$ cat src/rtl/bp_reg_initiator.sv
// BytePipe command initiator: the requesting end of the register-map protocol.
// Serialises one request (write, single read, burst read) into command bytes,
// forwards the responder's reply bytes to the response port, and aborts with a
// sticky timeout flag if the responder stops replying.
//
// Ports:
//   i_clk, i_rst                 clock, asynchronous active-high reset
//   i_req_*/o_req_ready          request: wr, addr[6:0], data[7:0], len[7:0]
//   o_rsp_*/i_rsp_ready          forwarded reply bytes, o_rsp_last on final byte
//   o_timeout                    sticky abort flag, cleared on next request accept
//   o_bp_data/valid, i_bp_ready  command bytes towards the responder
//   i_bp_data/valid, o_bp_ready  reply bytes from the responder
module bp_reg_initiator #(
  parameter int unsigned TIMEOUT_W      = 16,
  parameter int unsigned TIMEOUT_CYCLES = 1000
) (
  input  logic       i_clk,
  input  logic       i_rst,
  input  logic       i_req_valid,
  output logic       o_req_ready,
  input  logic       i_req_wr,
  input  logic [6:0] i_req_addr,
  input  logic [7:0] i_req_data,
  input  logic [7:0] i_req_len,
  output logic [7:0] o_rsp_data,
  output logic       o_rsp_valid,
  input  logic       i_rsp_ready,
  output logic       o_rsp_last,
  output logic       o_timeout,
  output logic [7:0] o_bp_data,
  output logic       o_bp_valid,
  input  logic       i_bp_ready,
  input  logic [7:0] i_bp_data,
  input  logic       i_bp_valid,
  output logic       o_bp_ready
);

  typedef enum logic [2:0] {
    StIdle, StBCmd, StBLen, StBDrop, StCmd, StWData, StRx
  } state_e;

  state_e stateQ, stateD;

  // Captured request fields; deliberately left without reset.
  logic       wrQ;
  logic [6:0] addrQ;
  logic [7:0] dataQ;
  logic [7:0] lenQ;

  logic [7:0]           remQ, remD;
  logic [TIMEOUT_W-1:0] toCntQ, toCntD;
  logic                 timeoutQ, timeoutD;

  logic reqAccept;
  logic cmdFire;
  logic rplFire;
  logic waiting;
  logic toHit;

  assign o_req_ready = (stateQ == StIdle);
  assign reqAccept   = i_req_valid && o_req_ready;

  // Command byte mux; data stays stable because it only depends on state and captured fields.
  always_comb begin
    o_bp_valid = 1'b0;
    o_bp_data  = 8'h00;
    unique case (stateQ)
      StBCmd: begin
        o_bp_valid = 1'b1;
        o_bp_data  = 8'h80;
      end
      StBLen: begin
        o_bp_valid = 1'b1;
        o_bp_data  = lenQ;
      end
      StCmd: begin
        o_bp_valid = 1'b1;
        o_bp_data  = {wrQ, addrQ};
      end
      StWData: begin
        o_bp_valid = 1'b1;
        o_bp_data  = dataQ;
      end
      default: ;
    endcase
  end

  // Responder gates its command ready on o_bp_ready, so it must be high in every busy state.
  assign o_bp_ready  = (stateQ == StRx) ? i_rsp_ready : (stateQ != StIdle);
  assign o_rsp_valid = (stateQ == StRx) && i_bp_valid;
  assign o_rsp_data  = i_bp_data;
  assign o_rsp_last  = o_rsp_valid && (remQ == 8'd0);
  assign o_timeout   = timeoutQ;

  assign cmdFire = o_bp_valid && i_bp_ready;
  assign rplFire = i_bp_valid && o_bp_ready;
  assign waiting = (stateQ == StBDrop) || (stateQ == StRx);
  // Only responder silence counts; a valid byte stalled by the sink does not.
  assign toHit   = waiting && !i_bp_valid &&
                   (toCntQ == TIMEOUT_W'(TIMEOUT_CYCLES - 1));

  always_comb begin
    stateD   = stateQ;
    remD     = remQ;
    timeoutD = timeoutQ;
    toCntD   = toCntQ;

    if (!waiting || rplFire) begin
      toCntD = '0;
    end else if (!i_bp_valid && (toCntQ != '1)) begin
      toCntD = toCntQ + 1'b1;
    end

    unique case (stateQ)
      StIdle: begin
        if (reqAccept) begin
          timeoutD = 1'b0;
          stateD   = (!i_req_wr && (i_req_len != 8'd0)) ? StBCmd : StCmd;
        end
      end
      StBCmd: if (cmdFire) stateD = StBLen;
      StBLen: if (cmdFire) stateD = StBDrop;
      StBDrop: begin
        // Reply to the burst-arm write is swallowed here.
        if (rplFire) begin
          stateD = StCmd;
        end else if (toHit) begin
          stateD   = StIdle;
          timeoutD = 1'b1;
        end
      end
      StCmd: begin
        if (cmdFire) begin
          if (wrQ) begin
            stateD = StWData;
          end else begin
            stateD = StRx;
            remD   = lenQ;
          end
        end
      end
      StWData: begin
        if (cmdFire) begin
          stateD = StRx;
          remD   = 8'd0;
        end
      end
      StRx: begin
        if (rplFire) begin
          if (remQ == 8'd0) stateD = StIdle;
          else              remD   = remQ - 8'd1;
        end else if (toHit) begin
          stateD   = StIdle;
          timeoutD = 1'b1;
        end
      end
      default: stateD = StIdle;
    endcase
  end

  always_ff @(posedge i_clk or posedge i_rst) begin
    if (i_rst) begin
      stateQ   <= StIdle;
      remQ     <= 8'd0;
      toCntQ   <= '0;
      timeoutQ <= 1'b0;
    end else begin
      stateQ   <= stateD;
      remQ     <= remD;
      toCntQ   <= toCntD;
      timeoutQ <= timeoutD;
    end
  end

  always_ff @(posedge i_clk) begin
    if (reqAccept) begin
      wrQ   <= i_req_wr;
      addrQ <= i_req_addr;
      dataQ <= i_req_data;
      lenQ  <= i_req_len;
    end
  end

endmodule

$ cat config.mk
export PLATFORM = sky130hd
export DESIGN_NAME = bp_reg_initiator
export DESIGN_NICKNAME = d
export VERILOG_FILES = /design/src/rtl/bp_reg_initiator.sv
export SDC_FILE = /design/constraint.sdc
export NUM_CORES = 1
export LEC_CHECK = 0
export ABC_AREA = 1
export CAP_MARGIN = 20
export CORE_ASPECT_RATIO = 1.2
export CORE_MARGIN = 2
export CORE_UTILIZATION = 47
export DETAILED_ROUTE_END_ITERATION = 10
export DONT_BUFFER_PORTS = 1
export SLEW_MARGIN = 20
export SYNTH_ARGS = -nofsm -noshare
export SYNTH_HDL_FRONTEND = slang
export SYNTH_SLANG_ARGS = --single-unit
$ cat constraint.sdc
create_clock -name i_clk -period 2.8 [get_ports i_clk]
set_input_delay 0.56 -clock i_clk [delete_from_list [all_inputs] [get_ports i_clk]]
set_output_delay 0.56 -clock i_clk [all_outputs]
set_load 0.05 [all_outputs]
Word level (Yosys, flattened, before mapping)
Cells that the tools add are included. Widths: inputs -> output; s select.

Add/subtract/negate cells: 2. Equal/unequal tests: 19. Muxes and demuxes: 27. Reductions and logical operators: 26.

Operator list (number): $mux 8 (5); $mux 16 (2); $pmux 8 s4 (1); $mux 3 (10); $pmux 8 s3 (1); $pmux 3 s7 (1); $add 16x1->16 const B (1); $eq 16x10->1 const B (1); $ne 16x16->1 const B (1); $ne 2x2->1 const B (8); $reduce_and 6->1 (2); $eq 3x3->1 const B (3); $logic_and 1x1->1 (9); $logic_not 8->1 (1); $reduce_bool 8->1 (1); $sub 8x1->8 const B (1); $eq 3x2->1 const B (2); $reduce_bool 3->1 (2); $mux 1 (5); $ne 2x1->1 const B (2); $reduce_and 4->1 (1); $reduce_bool 2->1 (2); $reduce_or 4->1 (1); $eq 3x1->1 const B (1); other kinds (7) (10).

Register bits: 52. Bits of input ports: 38. Output and inout bits: 22. Word-level logic and storage cells: 82.

Depth between registers and ports, before layout
Depth after elaboration: 7. Gate-level depth with buffers: 12.

Least setup slack after synthesis
Ideal clock, no wire load.

Path type: reg-to-output. Start: register stateQ[0]. End: output port o_bp_data[7]. Data arrival time: 1.636 ns. Setup slack: 0.604 ns. Cell stages (with the launch flop): 4. Path through: dfrtp_1 -> clkbuf_1 -> nand2_1 -> o211ai_1.

Cells in the longest elaborated chain, start to end: 2. Elaborated cells on any way between the ends: 5. Classes of those cells: eq/ne (4); mux (1).

Ends and longest elaborated chain: from (decl) (line 42) `state_e stateQ, stateD;`; from (signal assigned) (line 163) `stateQ <= StIdle;`; from (signal assigned) (line 168) `stateQ <= stateD;`; $eq 3x3->1 (tied with other cells) (line 67) `unique case (stateQ)`; $pmux 8 s4 (*) (line 67); to (decl) (line 30) `output logic [7:0] o_bp_data,`.

Mark *: on every way between the ends. The rest lies on a longest branch, timed or not.

Worst setup path after layout
Start: register stateQ[2]. End: output port o_bp_data[3].

The elaborated chain is that of the path after synthesis.

==> results_dict.tcl <==
set metrics [dict create \
    finish.net_count 444 \
    yosys_warnings 0 \
    final_antenna_net_count 0 \
    post_cts_setup_repair_buffer_count 0 \
    number_of_iterations_in_the_first_detailed_routing_pass 4 \
    initial_antenna_violation_count 0 \
    setup_viol 0 \
    dpl-instance-area_mm2 0.00312 \
    worst_setup_path_endpoint "o_bp_data[3]" \
    final_common_cell "sky130_fd_sc_hd__nand2_1" \
    synthesis.instances 406 \
    maxSlewViolCount 0 \
    timing.critical_path.required_ns 2.24 \
    final.setup.worst_slack_ns 0.344 \
    status "finished clean" \
    final.setup.tns_ns 0 \
    clock_buffers_created_by_tritoncts 5 \
    finalWorstPathRequiredPeriod_ns 2.46 \
    final_min_period_over_clock_period_pct 87.7 \
    stdcell_area_mm2 0.00323 \
    clock_sinks 52 \
    worstRegToRegCells 8 \
    layout.filler_cells 656 \
    finalClockSkew_ns 0.0150 \
    port_buffers 0 \
    vdd_ir_drop_max_mv 0.527 \
    antenna_cells_inserted 0 \
    pwr_density_cell_mw_per_mm2 923 \
    max_slew.worst_pin.slew_ns 0.549 \
    commonest_cells_after_routing_fill_and_taps_aside "sky130_fd_sc_hd__nand2_1 (138), sky130_fd_sc_hd__nor2_1 (45), sky130_fd_sc_hd__nand3_1 (41), sky130_fd_sc_hd__inv_1 (31), sky130_fd_sc_hd__dfrtp_1 (28)" \
    worst_skew_pair.late_latency_ns 0.30 \
    power.static_leakage_nw 1.47 \
    dieArea_mm2 0.00723 \
    htreeDepth 2 \
    initial_core_util_pct 48.1 \
    core_mm2 0.00641 \
    area.growth.synth_to_final_pct 4.83 \
    reg2reg_slack_ns 0.75 \
    hold_path_class "in2async" \
    cts_root_buffer "sky130_fd_sc_hd__clkbuf_8" \
    syn-cell-area_mm2 0.00308 \
    wire_length_after_detailed_routing_um 6700 \
    max_freq_mhz 407 \
    worst_r2r_endpoint "stateQ[2]" \
    critical_path_peak_fanout 15 \
    crit_arrival_ns 1.90 \
    max_slew_margin_pct 63.3 \
    dr_total_vias 2537 \
    ctsLongestPathBuffers 2 \
    drive_above_1_share_pct 9.16 \
    synth-seq-area-share_pct 46.1 \
    synthesis_stage_register_bit_count 52 \
    type_of_the_worst_setup_path "reg2out" \
    dpl.cell_count 481 \
    first_global_vias 2495 \
    mappedNetlistNets 447 \
    routed_via_density 5.19 \
    num_rows 32 \
    end_kind "output port" \
    drc_errors 0 \
    syn-mean-instance-area_um2 7.60 \
    routedWlPerCell_um 13.7 \
    dpl.hpwl_um 5210 \
    dieHeight_um 92.7 \
    reg2reg_from "stateQ[2]" \
    cts_tree "done" \
    total_count_of_hold_check_failures_in_the_final_report 0 \
    maximum_number_of_pins_on_one_net_before_global_route_repair 29 \
    place.gp.congestion 0.863 \
    horizontal_die_dimension_um 78.0 \
    grt_remaining_overflow 0 \
    io_pins 60 \
    netlist-cell-type-count 26 \
    wire_length_of_the_first_global_routing_pass_um 11400 \
    final_cells 489 \
    path_clk_slew_ns 0.10 \
    startpoint_type "flop" \
    count_of_hold_fix_buffers_inserted_at_cts 0 \
    dpl_worst_slack_ns 0.653 \
    finalHoldWorstSlack_ns 0.212 \
    rsz0062_at_grt "no" \
    maxCapViolCount 0 \
    grtUsageTotal_pct 19.8 \
    critical_path.startpoint "stateQ[2]" \
    drtIter0Drc 117 \
    cts_repair_resize_count 0 \
]
## cells by family (layout without fill, tap and decap cells)
family / Yosys count / count (layout) / synth area share, %
compound gates: 32 / 32 / 5.36
xor+xnor: 9 / 9 / 2.56
fa+ha+maj: 3 / 3 / 1.22
buf+inv: 54 / 52 / 8.40
flops: 52 / 52 / 46.1
simple gates: 256 / 256 / 36.4
## routing by layer
layer	GRT usage [%]	up-vias	routed length, um
met5	0	-	0
met4	7.60	0	176
met3	3.61	12	244
met2	36.1	65	3480
met1	22.9	1158	2790
li1	-	1302	-
## worst min-delay path by stage
stage | cells past startpoint | slack [ns] | start | to
6_report | 2 | 0.21 | i_rst | toCntQ[9]
5_1_grt | 2 | 0.23 | i_rst | toCntQ[9]
4_1_cts | 2 | 0.22 | i_rst | toCntQ[9]
3_5_place_dp | 2 | 0.50 | toCntQ[1] | toCntQ[1]
3_3_place_gp | 2 | 0.49 | toCntQ[1] | toCntQ[1]
2_1_floorplan | 2 | 0.47 | toCntQ[1] | toCntQ[1]
## synthesized netlist by cell type
cell type	count	area share [%]
sky130_fd_sc_hd__a21oi_1	3	0.49
sky130_fd_sc_hd__ha_1	3	1.2
sky130_fd_sc_hd__nand2_1	138	17
sky130_fd_sc_hd__nor2_4	1	0.37
sky130_fd_sc_hd__buf_6	2	0.73
sky130_fd_sc_hd__buf_2	3	0.49
sky130_fd_sc_hd__nor3_1	1	0.16
sky130_fd_sc_hd__edfxtp_1	24	23
sky130_fd_sc_hd__or2_2	1	0.20
sky130_fd_sc_hd__buf_4	10	2.4
sky130_fd_sc_hd__nor2_2	5	1.0
sky130_fd_sc_hd__clkbuf_1	1	0.12
sky130_fd_sc_hd__o21ai_1	16	2.6
sky130_fd_sc_hd__dfrtp_1	28	23
sky130_fd_sc_hd__xor2_1	9	2.6
sky130_fd_sc_hd__nor2_1	46	5.6
sky130_fd_sc_hd__inv_2	7	0.85
sky130_fd_sc_hd__o21ai_0	11	1.8
sky130_fd_sc_hd__o211ai_1	1	0.24
sky130_fd_sc_hd__inv_1	31	3.8
sky130_fd_sc_hd__nand4_1	15	3.0
sky130_fd_sc_hd__o21bai_1	1	0.24
sky130_fd_sc_hd__nand2_2	3	0.61
sky130_fd_sc_hd__nor2_8	1	0.65
sky130_fd_sc_hd__nand3_1	41	6.7
sky130_fd_sc_hd__nand3_2	4	1.3
## registers in the layout, indices dropped and copies added (netlist names)
name / count
remQ: 8
toCntQ: 16
o_timeout: 1
dataQ: 8
lenQ: 8
addrQ: 7
wrQ: 1
stateQ: 3
## power by group
| group | switching [mW] | internal (mW) | total (mW) |
|---|---|---|---|
| Clock | 0.245 | 0.265 | 0.509 |
| Combinational | 1.05 | 0.317 | 1.37 |
| Sequential | 0.139 | 0.970 | 1.11 |
## through the flow
| step | power (mW) | utilization, % |
|---|---|---|
| 5_1_grt | 3.22 | 50.5 |
| 3_5_place_dp | 2.50 | 48.7 |
| 4_1_cts | 3.02 | 50.5 |
| 3_3_place_gp | 2.48 | 48.7 |
| 2_1_floorplan | 2.30 | - |
| 6_report | 2.99 | 50.5 |
## critical path, cell delays in order (launching register included)
cell,delay (ns)
sky130_fd_sc_hd__dfrtp_1,0.56
sky130_fd_sc_hd__inv_2,0.17
sky130_fd_sc_hd__nand3_1,0.15
sky130_fd_sc_hd__inv_1,0.25
sky130_fd_sc_hd__nand2_1,0.08
sky130_fd_sc_hd__nand3_1,0.40
## final cells by class
| class | count | area, um^2 | share of cell area, % |
|---|---|---|---|
| Sequential cell | 52 | 1420 | 44.0 |
| Inverter | 38 | 143 | 4.41 |
| Clock buffer | 5 | 68.8 | 2.13 |
| Timing Repair Buffer | 6 | 45.0 | 1.39 |
| Tap cell | 85 | 106 | 3.29 |
| Clock inverter | 3 | 42.5 | 1.32 |
| Multi-Input combinational cell | 300 | 1410 | 43.5 |
Note: power is estimated with default switching activity, not from simulation.
